### src/rtl/fetch_unit.sv
// fetch_unit: instruction-fetch stage in front of a combinational instruction ROM.
// Holds the program counter, drives the ROM word address, captures instructions into
// the IF/ID register and presents them to decode over a valid/ready handshake.
// A taken redirect flushes the IF/ID register. A redirect to a misaligned target
// parks the stage in FAULT until the next reset.
module fetch_unit #(
   parameter int              XLEN       = 32,
   parameter int              ADDR_WIDTH = 8,
   parameter logic [XLEN-1:0] RESET_PC   = 32'h0000_0000
) (
   input  logic                  clk,
   input  logic                  rst_n,
   output logic [ADDR_WIDTH-1:0] imem_addr,
   input  logic [31:0]           imem_rd,
   input  logic                  redirect_valid,
   input  logic [XLEN-1:0]       redirect_pc,
   input  logic                  id_ready,
   output logic                  if_valid,
   output logic [31:0]           if_instr,
   output logic [XLEN-1:0]       if_pc,
   output logic [XLEN-1:0]       if_pc_plus4,
   output logic                  fetch_fault,
   output logic [31:0]           fetch_count
);

   typedef enum logic [1:0] {
      BOOT  = 2'b00,
      RUN   = 2'b01,
      FAULT = 2'b10
   } state_t;

   localparam logic [31:0]     NOP_INSTR = 32'h0000_0013;
   localparam logic [XLEN-1:0] PC_STEP   = XLEN'(32'd4);

   state_t            state_r, state_s;
   logic [XLEN-1:0]   pc_r, pc_s;
   logic              if_valid_r, if_valid_s;
   logic [31:0]       if_instr_r, if_instr_s;
   logic [XLEN-1:0]   if_pc_r, if_pc_s;
   logic [XLEN-1:0]   if_pc_plus4_r, if_pc_plus4_s;
   logic              fetch_fault_r, fetch_fault_s;
   logic [31:0]       fetch_count_r, fetch_count_s;
   logic              transfer_s;
   logic              load_s;
   logic              misaligned_s;

   // Handshake qualifiers derived from the current IF/ID state and inputs.
   always_comb begin
      transfer_s   = if_valid_r && id_ready;
      load_s       = !if_valid_r || id_ready;
      misaligned_s = (redirect_pc[1:0] != 2'b00);
   end

   // Next-state and datapath update: redirect faults first, then redirect, then load, else stall.
   always_comb begin
      state_s       = state_r;
      pc_s          = pc_r;
      if_valid_s    = if_valid_r;
      if_instr_s    = if_instr_r;
      if_pc_s       = if_pc_r;
      if_pc_plus4_s = if_pc_plus4_r;
      fetch_fault_s = fetch_fault_r;
      fetch_count_s = fetch_count_r;

      case (state_r)
         BOOT: begin
            // pc holds for one cycle so the first ROM read sees RESET_PC settled
            if_valid_s = 1'b0;
            state_s    = RUN;
         end

         RUN: begin
            // a handshake completes this cycle regardless of what happens to IF/ID
            if (transfer_s) begin
               fetch_count_s = fetch_count_r + 32'd1;
            end else begin
               fetch_count_s = fetch_count_r;
            end

            if (redirect_valid && misaligned_s) begin
               state_s       = FAULT;
               if_valid_s    = 1'b0;
               fetch_fault_s = 1'b1;
            end else if (redirect_valid) begin
               // flush wins over a stall; the word at the old pc is dropped
               pc_s       = redirect_pc;
               if_valid_s = 1'b0;
            end else if (load_s) begin
               if_instr_s    = imem_rd;
               if_pc_s       = pc_r;
               if_pc_plus4_s = pc_r + PC_STEP;
               if_valid_s    = 1'b1;
               pc_s          = pc_r + PC_STEP;
            end else begin
               // stall: everything holds so decode sees a stable instruction
               pc_s       = pc_r;
               if_valid_s = if_valid_r;
            end
         end

         FAULT: begin
            // absorbing: only reset leaves this state
            if_valid_s = 1'b0;
            state_s    = FAULT;
         end

         default: begin
            // illegal encoding: park safely with nothing presented to decode
            state_s       = FAULT;
            if_valid_s    = 1'b0;
            fetch_fault_s = 1'b1;
         end
      endcase
   end

   // State and IF/ID registers with asynchronous active-low reset.
   always_ff @(posedge clk or negedge rst_n) begin
      if (!rst_n) begin
         state_r       <= BOOT;
         pc_r          <= RESET_PC;
         if_valid_r    <= 1'b0;
         if_instr_r    <= NOP_INSTR;
         if_pc_r       <= '0;
         if_pc_plus4_r <= '0;
         fetch_fault_r <= 1'b0;
         fetch_count_r <= 32'd0;
      end else begin
         state_r       <= state_s;
         pc_r          <= pc_s;
         if_valid_r    <= if_valid_s;
         if_instr_r    <= if_instr_s;
         if_pc_r       <= if_pc_s;
         if_pc_plus4_r <= if_pc_plus4_s;
         fetch_fault_r <= fetch_fault_s;
         fetch_count_r <= fetch_count_s;
      end
   end

   // ROM address is a pure slice of pc; everything else comes straight from registers.
   always_comb begin
      imem_addr   = pc_r[ADDR_WIDTH+1:2];
      if_valid    = if_valid_r;
      if_instr    = if_instr_r;
      if_pc       = if_pc_r;
      if_pc_plus4 = if_pc_plus4_r;
      fetch_fault = fetch_fault_r;
      fetch_count = fetch_count_r;
   end

endmodule

### config.mk
export PLATFORM = sky130hd
export DESIGN_NAME = fetch_unit
export DESIGN_NICKNAME = d
export VERILOG_FILES = /design/src/rtl/fetch_unit.sv
export SDC_FILE = /design/constraint.sdc
export NUM_CORES = 1
export LEC_CHECK = 0
export ABC_AREA = 1
export CORE_UTILIZATION = 45
export CTS_BUF_LIST = sky130_fd_sc_hd__clkbuf_4
export CTS_CLUSTER_DIAMETER = 200
export DETAILED_ROUTE_END_ITERATION = 10
export PLACE_DENSITY = 0.84
export SYNTH_ARGS = -nofsm -noshare
export SYNTH_HDL_FRONTEND = slang
export SYNTH_SLANG_ARGS = --single-unit
### constraint.sdc
create_clock -name clk -period 2.2 [get_ports clk]
set_clock_uncertainty 0.15 [all_clocks]
set_input_delay 0.44 -clock clk [delete_from_list [all_inputs] [get_ports clk]]
set_output_delay 0.44 -clock clk [all_outputs]
set_load 0.03 [all_outputs]
# Word-level counts from Yosys, hierarchy flattened

Cells that the tools add are included.

Output and inout port bits: 138
Input bits: 68
Bits in registers: 164

Add/sub/neg operators: 2
Reductions and logical operators: 12
Multiplexer cells: 10
Equality and inequality tests: 4
Bitwise logic cells: 3

Operators with widths:

| kind                                                 | count |
|---|---|
| 2-to-1 mux 32 bit                                    | 2 |
| adder 32 x 1 -> 32 bit (second input constant)       | 1 |
| adder 32 x 3 -> 32 bit (second input constant)       | 1 |
| 2-to-1 mux 1 bit                                     | 5 |
| != test 4 bit (second input constant)                | 1 |
| one-hot mux 2 bit (2 select lines)                   | 1 |
| AND reduction 2 bit                                  | 2 |
| AND reduction 4 bit                                  | 1 |
| nonzero test 2 bit                                   | 2 |
| NOT 1 bit                                            | 3 |
| AND reduction 3 bit                                  | 1 |
| equality test 2 x 1 -> 1 bit (second input constant) | 1 |
| equality test 2 bit (second input constant)          | 1 |
| logical AND 1 bit                                    | 2 |
| logical NOT 2 bit                                    | 1 |
| 2-to-1 mux 2 bit                                     | 1 |
| != test 2 bit (second input constant)                | 1 |
| one-hot mux 1 bit (2 select lines)                   | 1 |
| OR reduction 2 bit                                   | 1 |
| logical NOT 1 bit                                    | 1 |
| logical OR 1 bit                                     | 1 |

# Logic depth before layout (Yosys ltp)

Gate-level depths: netlist of the first run.

Word-level depth: 6
Depth in mapped cells: 10
Gate-level depth less buffers: 10

# Worst setup path before layout of the first run

OpenSTA, ideal clock, no wires.

Path type: reg2reg
Start: reg fetch_count_r[0], in the netlist fetch_count[0]
End: reg fetch_count_r[18], in the netlist fetch_count[18]
Arrival time: 1.547 ns
Cell stages (with the launch flop): 9
Path buffers: 0
Period minus slack after synthesis: 1.816 ns
Required time: 1.932 ns
Path slack: 0.384 ns
Setup time: 0.118 ns
Cells stage by stage: dfrtp_1 > ha_1 > nand3_1 > nor2_4 > nand2_2 > nor2_4 > nand3_1 > nand2_1 > nand2_1

Word-level cells in the longest chain between the ends: 1

Ends and longest elaborated chain:

| element                | line | source |
|---|---|---|
| from (decl)            | 42   | `logic [31:0] fetch_count_r, fetch_count_s;` |
| from (signal assigned) | 135  | `fetch_count_r <= fetch_count_s;` |
| adder 32 x 1 -> 32 bit | 75   | `fetch_count_s = fetch_count_r + 32'd1;` |

Every way passes these cells.
A chain may end at the register's enable or synchronous reset.

# Final worst setup path of the first run

Start: reg if_instr_r[0], in the netlist if_instr[0]
End: out if_instr[0]

RTL lines:

| element                | line | source |
|---|---|---|
| from (decl)            | 38   | `logic [31:0] if_instr_r, if_instr_s;` |
| from (signal assigned) | 131  | `if_instr_r <= if_instr_s;` |
| to (decl)              | 19   | `output logic [31:0] if_instr,` |

No word-level cell between the ends.

==> flow_metrics.tcl, run 1 <==
set metrics [dict create \
    ir_drop_mv 0.671 \
    instances_no_fill 1497 \
    drive_gt1_share_pct 6.61 \
    finalMaxSlewViolations 0 \
    worstPathRequired_ns 1.61 \
    overflow 0 \
    async_reset_ff_share_pct 100 \
    drt_iter0_markers 412 \
    wl_per_cell_um 14.6 \
    core_area_um2 17400 \
    critPathTopFamily "flip-flops" \
    setup_viol 0 \
    worst_pin_slew_ns 0.490 \
    final_hold_viol_count 0 \
    synthCells 1058 \
    synth_edf_count 0 \
    cts_buffer_depth 2 \
    ys.flop_type "dfrtp_1" \
    fillers 1566 \
    cap_violations 0 \
    grt_max_degree 70 \
    io_buffers 205 \
    cts_tree "done" \
    layout.nets 1328 \
    finalCritPeriodShare_pct 96.1 \
    grt_pass1_wl_um 35500 \
    die_h_um 136 \
    slowest_stage "dfstp_2" \
    clock-sinks 162 \
    wirelength_um 21800 \
    place_hpwl_um 16200 \
    syn_nets 1128 \
    crit_arrival_ns 1.52 \
    vias 7558 \
    fin_util_pct 60.4 \
    startpoint_type "flip-flop" \
    finalCriticalPeriod_ns 2.11 \
    fmax_mhz 473 \
    htree_levels 4 \
    synth-seq-cells 162 \
    grt_antenna_before_repair 1 \
    syn_avg_cell_area_um2 7.58 \
    die_area_um2 18400 \
    track_usage_pct 24.8 \
    syn-cell-area_um2 8020 \
    drt_first_pass_iters 6 \
    path_class "flip-flop to primary output" \
    rows 48 \
    min_path_type "input pin to flip-flop" \
    outcome "finished clean" \
    cp_num_buf_inv 1 \
    yosysUniqueCellTypes 33 \
    yosys_warnings 0 \
    grt_pass1_vias 7326 \
    clockRootBuffer "clkbuf_4" \
    place.gp.congestion 0.888 \
    relSlewSlack_pct 67.3 \
    area_delta_synth_final_pct 30.8 \
    yosysSeqAreaShare_pct 50.6 \
    rsz0062_at_grt "false" \
    die_w_um 136 \
    path_clk_slew_ns 0.14 \
    drc_errors 0 \
    crit_path_max_fanout 2 \
    cts_buffers 17 \
    drtAntennaViolNets 0 \
    clk_latency_ns 0.58 \
    holdWs_ns 0.192 \
    initial_core_util_pct 46.2 \
    total_power_mw 12.2 \
    cpPeakStageDelay_ns 0.56 \
    p_leak_nw 5.40 \
    crit_chain "dlygate4sd2_1" \
    vias_per_cell 5.05 \
    worstSetupEndpointType "primary output" \
    fin_setup_tns_ns 0 \
    power_density_nw_per_um2 1170 \
    io_pins 206 \
    post-place-cells 1463 \
]
cell usage after synthesis (2+ instances only):
cell type	n	area [µm²]
a31oi_1	11	68.8
buf_2	21	105
buf_4	13	97.6
buf_6	2	22.5
clkbuf_1	8	30.0
dfrtp_1	159	3980
dfstp_2	3	78.8
ha_1	2	25.0
inv_1	71	267
inv_2	3	11.3
nand2_1	441	1660
nand2_2	5	31.3
nand3_1	49	245
nand3b_1	6	45.0
nand4_1	5	31.3
nor2_1	136	510
nor2_2	7	43.8
nor2_4	9	101
nor3_1	2	10.0
o211ai_1	3	22.5
o21ai_0	62	310
o21ai_1	6	30.0
o22ai_1	4	25.0
xnor2_1	8	70.1
xor2_1	14	123
layout make-up:
| cell class | count | area (µm²) | area share, % |
|---|---|---|---|
| diodes | 1 | 2.50 | 0.0239 |
| clock buffers | 20 | 150 | 1.43 |
| clock inverters | 12 | 180 | 1.72 |
| inverters | 75 | 284 | 2.71 |
| multi-input cells | 777 | 3430 | 32.7 |
| flip-flops and latches | 162 | 4060 | 38.7 |
| well taps | 225 | 282 | 2.68 |
| repair buffers | 225 | 2110 | 20.1 |
where the power goes:
group / internal [mW] / switching (mW) / leakage (nW) / total (mW)
clock network: 0.946 / 1.09 / 0.176 / 2.04
logic: 1.70 / 3.56 / 3.20 / 5.26
registers: 4.08 / 0.844 / 2.02 / 4.92
total: 6.73 / 5.49 / 5.40 / 12.2
stage by stage:
| stage | setup WS (ns) | area, µm² |
|---|---|---|
| floorplan | 0.384 | 8020 |
| global placement | 0.0998 | 10300 |
| detailed placement | 0.0367 | 10300 |
| CTS | 0.00660 | 10500 |
| global route | 0.00914 | 10500 |
| finish | 0.0867 | 10500 |
placed cells by master (no fill, tap or decap), types with 3 or more instances in the layout:
cell and instances:
nand2_1 441, dfrtp_1 159, nor2_1 136, dlygate4sd2_1 136, inv_1 71, clkdlybuf4s50_1 66, o21ai_0 62, nand3_1 49
clkbuf_4 20, xor2_1 14, buf_4 13, a31oi_1 11, nor2_4 9, xnor2_1 8, nor2_2 7, o21ai_1 6
nand3b_1 6, buf_12 6, nand4_1 5, nand2_2 4, o22ai_1 4, bufinv_16 4, inv_2 3, o211ai_1 3
clkinv_4 3, dfstp_2 3
timing repair:
item / in CTS / in global routing
setup buffers: 0 / 0
hold buffers: 1 / 0
hold endpoints to repair: 46 / 0
resized for setup: 138 / 3
endpoints found under the setup margin: 138 / 2
path summary, 6_finish.rpt:
path,startpoint,to,slack [ns],depth (start not counted)
min in group asynchronous,rst_n,if_pc_plus4[5]$_DFFE_PN0P_,0.20,2
setup reg to reg,pc_r[3]$_DFFE_PN0P_,pc_r[26]$_DFFE_PN0P_,0.27,10
hold reg to reg,state_r[1]$_DFFE_PN0P_,state_r[0]$_DFFE_PN0P_,0.32,1
setup / recovery,if_instr[0]$_DFFE_PN1P_,if_instr[0],0.09,1
hold / removal,imem_rd[0],if_instr[0]$_DFFE_PN1P_,0.19,3
max in group asynchronous,rst_n,if_instr[1]$_DFFE_PN1P_,1.04,3
per-layer routing:
| layer | vias to the layer above | share of wire (%) | track usage [%] |
|---|---|---|---|
| met3 | 41 | 6.8 | 5.35 |
| li1 | 3685 | - | - |
| met1 | 3541 | 42 | 31.7 |
| met4 | 0 | 2.0 | 9.49 |
| met2 | 291 | 49 | 41.2 |
| met5 | - | 0 | 0 |
flip-flops by register name, summed over array words and instances, names as in the netlist:
name / count
if_instr: 32
if_pc: 32
fetch_count: 32
if_pc_plus4: 30
pc_r: 32
state_r: 2
fetch_fault: 1
if_valid: 1
logic make-up after synthesis:
family,synth area share [%]
AND/OR/NAND/NOR,33.8
buffers and inverters,6.72
AO/OA/AOI/OAI,5.96
XOR/XNOR,2.61
flip-flops,50.6
adder cells (fa/ha/maj),0.312
(Power assumes the default switching activity.)
==> run 2: changes to the inputs <==
Settings changed: CTS_BUF_LIST sky130_fd_sc_hd__clkbuf_4 to not set.
==> run 2 against run 1 <==
- critical path type unchanged
- first-iteration DRC count rose by 44%
- clock power increased by 56%
- critical endpoint is now imem_addr[6]
- critical path depth stayed put
- sequential power grew 1%
==> flow_metrics.tcl, run 2 (same netlist as run 1, synthesis figures left out) <==
set metrics [dict create \
    p_sw_mw 5.71 \
    worstSetupPathDepth 1 \
    min_path_cells 2 \
    startpoint_type "flip-flop" \
    cap_violations 0 \
    worstSetupEndpointType "primary output" \
    core_area_um2 17400 \
    cts_buffers 17 \
    postCtsSetupBuffers 0 \
    die_h_um 136 \
    die_w_um 136 \
    rows 48 \
    cpPeakStageDelay_ns 0.70 \
    place.gp.congestion 0.888 \
    htree_levels 4 \
    combPwrFrac_pct 41.9 \
    multi_input_area_um2 3430 \
    final_common_cell "nand2_1" \
    grt_antenna_before_repair 0 \
    crit_chain "clkdlybuf4s50_1" \
    grt_use_met1_pct 32.1 \
    dp_slack_ns 0.0367 \
    drt_first_pass_iters 6 \
    slowest_stage "clkdlybuf4s50_1" \
    busiest_layer "met2" \
    fmax_mhz 462 \
    holdWs_ns 0.319 \
    grt_use_met3_pct 5.69 \
    rsz0062_at_grt "false" \
    pwr-share-seq_pct 35.5 \
    wl_per_cell_um 15.0 \
    seqCellArea_um2 4060 \
    fin_area_um2 11000 \
    track_usage_pct 25.3 \
    drive_gt1_share_pct 6.37 \
    placed_cell_area_um2 10300 \
    vias_per_cell 5.08 \
    finalMaxSlewViolations 0 \
    cp_num_buf_inv 1 \
    power_density_nw_per_um2 1280 \
    area_delta_synth_final_pct 36.9 \
    ir_drop_mv 0.717 \
    vias 7605 \
    swShare_pct 40.6 \
    path_clk_slew_ns 0.07 \
    overflow 0 \
    crit_arrival_ns 1.57 \
    worstPathRequired_ns 1.61 \
    use_met2_pct 42.8 \
    grt_pass1_wl_um 36100 \
    ff2ff_path_depth 10 \
    wirelength_um 22400 \
    crit_path_max_fanout 5 \
    finalCritPeriodShare_pct 98.4 \
    place_hpwl_um 16200 \
    drc_errors 0 \
    clock-sinks 162 \
    p_leak_nw 5.34 \
    relSlewSlack_pct 67.1 \
    fin_setup_tns_ns 0 \
    cts_buffer_depth 2 \
    min_path_type "flip-flop to flip-flop" \
    io_buffers 205 \
    final_hold_viol_count 0 \
    drtAntennaViolNets 0 \
    finalCriticalPeriod_ns 2.16 \
    setup_viol 0 \
    clockRootBuffer "clkbuf_16" \
    worst_pin_slew_ns 0.493 \
    final_cell_mix "nand2_1 (441), clkdlybuf4s50_1 (182), dfrtp_1 (159)" \
    initial_core_util_pct 46.2 \
    grt_pass1_vias 7394 \
    drt_iter0_markers 592 \
    critPathTopFamily "buffers and inverters" \
    outcome "finished clean" \
    grt_max_degree 70 \
    fillers 1446 \
    die_area_um2 18400 \
    layout.nets 1328 \
    cts_tree "done" \
    path_class "flip-flop to primary output" \
    layout_setup_ws_ns 0.0354 \
    io_pins 206 \
    clk_latency_ns 0.43 \
    antenna_cells 0 \
    internal_power_mw 8.34 \
    clkPwrFrac_pct 22.7 \
]
## run 2: cell count changes in the layout (fill, tap and decap cells not counted), sizes merged
cell / change
diode: -1
clkdlybuf4s15: -1
dlymetal6s2s: +12
dlygate4sd2: -126
clkdlybuf4s50: +116
clkinv: -1
## run 2: layout make-up
cell class	instances	area share, %
Inverter	75	2.59
Clock inverter	11	1.61
Tap cell	225	2.56
Sequential cell	162	37.0
Multi-Input combinational cell	777	31.2
Clock buffer	21	4.10
Timing Repair Buffer	225	20.9
## run 2: timing repair
action | in CTS | in global routing
gates cloned | 0 | 0
hold buffers | 1 | 0
setup endpoints to repair | 10 | 12
hold endpoints to repair | 46 | 0
gates resized for setup | 10 | 12
## run 2: final timing paths
check                                             start                          to  slack, ns
worst max-delay path                pc_r[8]$_DFFE_PN0P_                imem_addr[6]       0.04
worst min-delay path            if_instr[0]$_DFFE_PN1P_     if_instr[0]$_DFFE_PN1P_       0.32
worst max register to register      pc_r[3]$_DFFE_PN0P_        pc_r[28]$_DFFE_PN0P_       0.24
worst min register to register  if_instr[0]$_DFFE_PN1P_     if_instr[0]$_DFFE_PN1P_       0.32
max in group asynchronous                         rst_n     if_instr[1]$_DFFE_PN1P_       0.87
min in group asynchronous                         rst_n  if_pc_plus4[5]$_DFFE_PN0P_       0.37
## run 2: metal layers
layer / vias to the layer above / wire, µm
met5: - / 0
met1: 3578 / 9370
met3: 37 / 1600
met2: 302 / 11100
li1: 3688 / -
met4: 0 / 354
## run 2: metrics by stage
stage	utilization [%]	power, mW	cells
after detailed placement	59.5	10.9	1463
after global routing	63.2	14.7	1496
after global placement	59.5	10.8	1463
after CTS	63.1	14.1	1496
final	63.2	14.1	1496
after floorplan	-	8.31	1058
## run 2: worst min-delay path: cells and delay by family (launching register included)
kind / cells / cell delay [ns]
and+or+nand+nor: 2 / 0.10
DFF: 1 / 0.37
## run 2: power by group through the flow
stage                     registers [mW]  logic (mW)  clock network [mW]
after floorplan                     6.47        1.84                   0
after global placement              4.97        5.79                   0
after detailed placement            4.98        5.92                   0
after CTS                           4.97        5.92                3.22
after global routing                5.11        6.31                3.34
final                               4.98        5.89                3.19
